$ cat config.mk
export PLATFORM = sky130hd
export DESIGN_NAME = mini_core_rf_sb
export DESIGN_NICKNAME = d
export VERILOG_FILES = /design/src/rtl/mini_core_rf_sb.sv
export SDC_FILE = /design/constraint.sdc
export NUM_CORES = 1
export LEC_CHECK = 0
export CORE_ASPECT_RATIO = 0.6
export CORE_UTILIZATION = 53
export CTS_CLUSTER_DIAMETER = 120
export DETAILED_ROUTE_END_ITERATION = 8
export PLACE_DENSITY = 0.83
export SYNTH_ARGS = -nofsm -noshare
export SYNTH_HDL_FRONTEND = slang
export SYNTH_SLANG_ARGS = --single-unit
$ cat constraint.sdc
create_clock -name Clock -period 4.55 [get_ports Clock]
set_input_delay 0.455 -clock Clock [delete_from_list [all_inputs] [get_ports Clock]]
set_output_delay 0.455 -clock Clock [all_outputs]
set_load 0.01 [all_outputs]
$ cat src/rtl/mini_core_rf_sb.sv
// Register-file scoreboard and issue controller for the mini-core Q101H stage.
// Tracks in-flight long-latency writes, stalls on RAW/WAW/capacity hazards, and watchdogs the stall.
module mini_core_rf_sb #(
  parameter int RF_NUM_MSB      = 31,
  parameter int MAX_OUTSTANDING = 2,
  parameter int STALL_TIMEOUT   = 1023
) (
  input  logic                  Clock,
  input  logic                  Rst,
  input  logic                  IssueValidQ101H,
  input  logic [4:0]            RegSrc1Q101H,
  input  logic [4:0]            RegSrc2Q101H,
  input  logic                  Src1UsedQ101H,
  input  logic                  Src2UsedQ101H,
  input  logic [4:0]            RegDstQ101H,
  input  logic                  RegWrEnQ101H,
  input  logic                  LongLatQ101H,
  input  logic                  RetWrEnQ104H,
  input  logic [4:0]            RetDstQ104H,
  output logic                  ReadyQ102H,
  output logic [RF_NUM_MSB:0]   PendingVec,
  output logic [2:0]            OutstandingCnt,
  output logic [15:0]           StallCnt,
  output logic                  ErrTimeout,
  output logic                  ErrSpurRet,
  output logic [1:0]            DbgState
);

  localparam logic [5:0]  MSB      = 6'(RF_NUM_MSB);
  localparam logic [2:0]  MAX_CNT  = 3'(MAX_OUTSTANDING);
  localparam logic [15:0] TMO_LAST = 16'(STALL_TIMEOUT - 1);

  typedef enum logic [1:0] {
    RUN   = 2'd0,
    STALL = 2'd1,
    ERR   = 2'd2
  } state_t;

  state_t state;

  logic [31:0]         pend_full;
  logic [31:0]         ret_mask;
  logic [31:0]         eff;
  logic [RF_NUM_MSB:0] pend_next;
  logic                ret;
  logic                ret_hit;
  logic                raw;
  logic                waw;
  logic                cap_full;
  logic                hazard;
  logic                dst_ok;
  logic                accept;

  // Zero-extend so any 5-bit index can be looked up; unimplemented registers read as not pending.
  always_comb begin
    pend_full = '0;
    for (int i = 0; i <= RF_NUM_MSB; i++) pend_full[i] = PendingVec[i];
  end

  // A same-cycle return is forwarded by the RF, so its register no longer counts as pending.
  assign ret      = RetWrEnQ104H && (RetDstQ104H != 5'd0) && ({1'b0, RetDstQ104H} <= MSB);
  assign ret_mask = ret ? (32'd1 << RetDstQ104H) : 32'd0;
  assign eff      = pend_full & ~ret_mask;
  assign ret_hit  = ret && pend_full[RetDstQ104H];

  assign raw      = (Src1UsedQ101H && eff[RegSrc1Q101H]) || (Src2UsedQ101H && eff[RegSrc2Q101H]);
  assign waw      = RegWrEnQ101H && eff[RegDstQ101H];
  assign cap_full = LongLatQ101H && RegWrEnQ101H && (OutstandingCnt == MAX_CNT) && !ret_hit;
  assign hazard   = IssueValidQ101H && (raw || waw || cap_full);

  assign ReadyQ102H = (state != ERR) && !hazard;
  assign dst_ok     = (RegDstQ101H != 5'd0) && ({1'b0, RegDstQ101H} <= MSB);
  assign accept     = IssueValidQ101H && ReadyQ102H && RegWrEnQ101H && LongLatQ101H && dst_ok;
  assign DbgState   = state;

  // A new load to the register being returned this cycle keeps it pending (set beats clear).
  always_comb begin
    pend_next = '0;
    for (int i = 0; i <= RF_NUM_MSB; i++)
      pend_next[i] = eff[i] || (accept && (RegDstQ101H == 5'(i)));
  end

  always_ff @(posedge Clock or negedge Rst) begin
    if (!Rst) begin
      state          <= RUN;
      PendingVec     <= '0;
      OutstandingCnt <= '0;
      StallCnt       <= '0;
      ErrTimeout     <= 1'b0;
      ErrSpurRet     <= 1'b0;
    end else begin
      PendingVec <= pend_next;

      if (accept && !ret_hit)      OutstandingCnt <= OutstandingCnt + 3'd1;
      else if (!accept && ret_hit) OutstandingCnt <= OutstandingCnt - 3'd1;

      if (ret && !ret_hit) ErrSpurRet <= 1'b1;

      if (!hazard)                  StallCnt <= '0;
      else if (StallCnt != 16'hFFFF) StallCnt <= StallCnt + 16'd1;

      case (state)
        RUN: begin
          if (hazard) state <= STALL;
        end
        STALL: begin
          if (!hazard) begin
            state <= RUN;
          end else if (StallCnt == TMO_LAST) begin
            state      <= ERR;
            ErrTimeout <= 1'b1;
          end
        end
        default: begin
          state      <= ERR;
          ErrTimeout <= 1'b1;
        end
      endcase
    end
  end

endmodule

==> metrics.txt <==
grt peak-use layer met1; sequential area share after synthesis 0.325; Critical Path AT about 4.0 ns; DR iter-0 viols 883; Post-CTS Setup Bufs 0; Die Y-Extent 71.3 um; GRT Overall Usage 0.409; IO Port Bufs between 80 and 90; grt met2 use 0.540; CP Capture Type output port; startpoint types input pin; Final Hold Violating Endpoints 0; largest family of logic cells by synthesized area simple AND/OR/NAND/NOR gates; CTS root buf clkbuf_16; shortest period the worst path allows around 4.5 ns; Worst Max-Slew Pin Slew roughly 0.78 ns; area delta synth->final 32.8%; DRC Markers 0; P_sw around 0.00053 W; Setup CP Type in2out; # setup viols final 0; Synth Area in Compound Gates 0.223; Fin Clk Skew ~0.0047 ns; Area contributors post-synth dfrtp_1 (32%), o21ai_0 (6.1%), mux2i_1 (4.5%), mux4_2 (4.2%), o41ai_2 (3.5%); register bit total from synthesis 55; post-synth top area cell dfrtp_1; syn_area_per_cell approximately 9 um2; WP buf/inv 5; fin. max-slew vios 0; Yosys warning total 0; Final Power 0.00163 W; type of the worst min-delay path in2async; Site Rows 24; gpl congestion 1.03; Clock Latency Late Sink approximately 0.3 ns; Post-Synth Simple-Gate Area 0.248; Int Power 0.00109 W; Antenna diodes 0; Post-synth EDFFs 0; Routed wire per std cell roughly 25 um; largest net degree at the start of global routing 56; Tcrit/Tclk final 0.980; WP data required between 4 and 5 ns; Primary FF master, synth dfrtp_1; Initial Util 0.565; initial antenna violation count 0; CP max-delay cell clkdlybuf4s50_1; H-Tree Depth 2; clk sinks 55; Synth cell types 66; vias per inst around 7.0; clock tree from TritonCTS done; ys async rst share 1.00; clock share of power 0.307; Layout Nets roughly 610; crit-path cells clkdlybuf4s50_1 -> buf_4 -> nand2_1 -> buf_4 -> o21ai_0 -> a32oi_1 -> nand4_1 -> a211oi_1 -> nor4_4 -> nand2_2 -> buf_4 -> a21boi_0 -> clkdlybuf4s50_1; Mapped Area roughly 4200 um2; leakage power ~2.3 nW; GR Layer Usage met1 0.613; GRT met3 Usage 0.170; Max-slew headroom 0.469; post-synth top area share 0.325; Max Freq 224 MHz; Sequential Power Share 0.374; Max-Cap Viols 0; die footprint about 8400 um2; global route overflow 0; Final Util 0.750; Post-Route Setup TNS 0 ns; antenna viol nets, final 0; Pre-antenna DRT Iters 5; post-CTS sizing 0; run status finished clean; die width around 120 um; first-pass GRT wire length 26.1 mm; detailed placer's ending HPWL roughly 13 mm; post-synthesis cell count about 480; Worst path max stage delay 0.61 ns; I/O pin count 84; most common cell in the netlist dfrtp_1; cts hold-fix bufs 0; clock buffer depth 2; final wirelength 16.8 mm; clock transition at the registers of the reported paths ~0.07 ns; Top delay family on crit path buffers and inverters; crit-path max FO 9; sw frac 0.328; combinational share of power 0.319; RSZ-0062 raised after global routing no; Post-Synth Adder-Cell Area 0.0136; total core area ~7500 um2; number of global-route vias before repair roughly 4.5k; Synth Area in XOR/XNOR 0.0372; Crit path top cell by count buf_4; multiplexer area fraction after synthesis 0.101; layout cells sized above 1 0.156; vias post-DR 4,782; CTS Buf Count 5; Net Count, Synth just over 500; peak supply drop between 0.2 and 0.25 mV; Power Density between 200 and 300 nW/um2; most frequent cells after synthesis dfrtp_1 (55), o21ai_0 (52), nand2_1 (28), nor2_1 (28), clkbuf_1 (27); reg-to-reg setup timing slack roughly 1.1 ns
==> power by group through the flow <==
stage | sequential, W | clock, W | combinational, W
after floorplan | 0.000607 | 0 | 0.000229
after global placement | 0.000613 | 0 | 0.000488
after detailed placement | 0.000613 | 0 | 0.000491
after CTS | 0.000604 | 0.000495 | 0.000497
after global routing | 0.000614 | 0.000513 | 0.000546
final | 0.000609 | 0.000499 | 0.000519
==> per-layer routing <==
layer | up-vias | share of wire
li1 | 2034 | -
met1 | 2240 | 0.42
met2 | 459 | 0.39
met3 | 49 | 0.17
met4 | 0 | 0.019
met5 | - | 0
==> metrics by stage <==
| step | setup WS, ns | instance area (um2) | hold slack (ns) | cells |
|---|---|---|---|---|
| after global placement | 0.0635 | 5420 | 0.451 | 672 |
| after global routing | 0.00153 | 5630 | 0.333 | 680 |
| after floorplan | 0.579 | 4240 | 0.159 | 475 |
| after detailed placement | 0.0499 | 5420 | 0.477 | 672 |
| after CTS | 0.0929 | 5610 | 0.299 | 680 |
| final | 0.0893 | 5630 | 0.268 | 680 |
==> cell type report <==
type                    instances  area, um2
flip-flops and latches         55       1380
clock inverters                 3       67.6
clock buffers                   5        125
fillers                       555       1870
inverters                      13       48.8
well taps                     104        130
multi-input cells             367       2660
repair buffers                133       1230
==> logic make-up after synthesis <==
kind of cell | count (synthesis)
DFF | 55
adders and majority gates | 4
xor gates and xnor gates | 18
and+or+nand+nor | 184
buffers and inverters | 53
muxes | 32
AOI/OAI and AO/OA | 129
==> path summary, 6_finish.rpt <==
kind | start | to | depth (start not counted)
setup / recovery | RetDstQ104H[0] | ReadyQ102H | 13
hold / removal | Rst | DbgState[1]$_DFFE_PN0P_ | 2
setup reg to reg | PendingVec[1]$_DFF_PN0_ | OutstandingCnt[1]$_DFFE_PN0P_ | 11
hold reg to reg | ErrSpurRet$_DFFE_PN0P_ | ErrSpurRet$_DFFE_PN0P_ | 1
max in group asynchronous | Rst | PendingVec[9]$_DFF_PN0_ | 2
min in group Clock | ErrSpurRet$_DFFE_PN0P_ | ErrSpurRet$_DFFE_PN0P_ | 1
==> placed cells by master, fill, tap and decap left out, types with 9 or more instances in the layout <==
cell / synthesis / final
clkdlybuf4s50_1: 0 / 81
inv_1: 12 / 12
o21ai_0: 52 / 51
nand2_1: 28 / 28
o41ai_2: 9 / 9
mux2i_1: 19 / 19
nand4_1: 18 / 18
nand3_1: 17 / 17
nor3_1: 17 / 17
and3_1: 17 / 17
xnor2_1: 12 / 12
buf_4: 2 / 48
nand2b_1: 15 / 15
dfrtp_1: 55 / 55
nor2_1: 28 / 28
==> registers in the layout, indices dropped and copies added, names as in the netlist <==
| name | cells |
|---|---|
| StallCnt | 16 |
| PendingVec | 32 |
| ErrSpurRet | 1 |
| DbgState | 2 |
| OutstandingCnt | 3 |
| ErrTimeout | 1 |
==> worst reg2reg max path, stage by stage (launching register included) <==
cell,delay (ns)
dfrtp_1,0.46
mux4_2,0.50
a2111oi_2,0.57
a311oi_2,0.24
a211oi_1,0.32
nor4_2,0.10
nand2_2,0.12
a311oi_1,0.06
ha_1,0.22
inv_1,0.07
fa_1,0.40
mux2_2,0.27
Power figures use the tool's default switching activity.
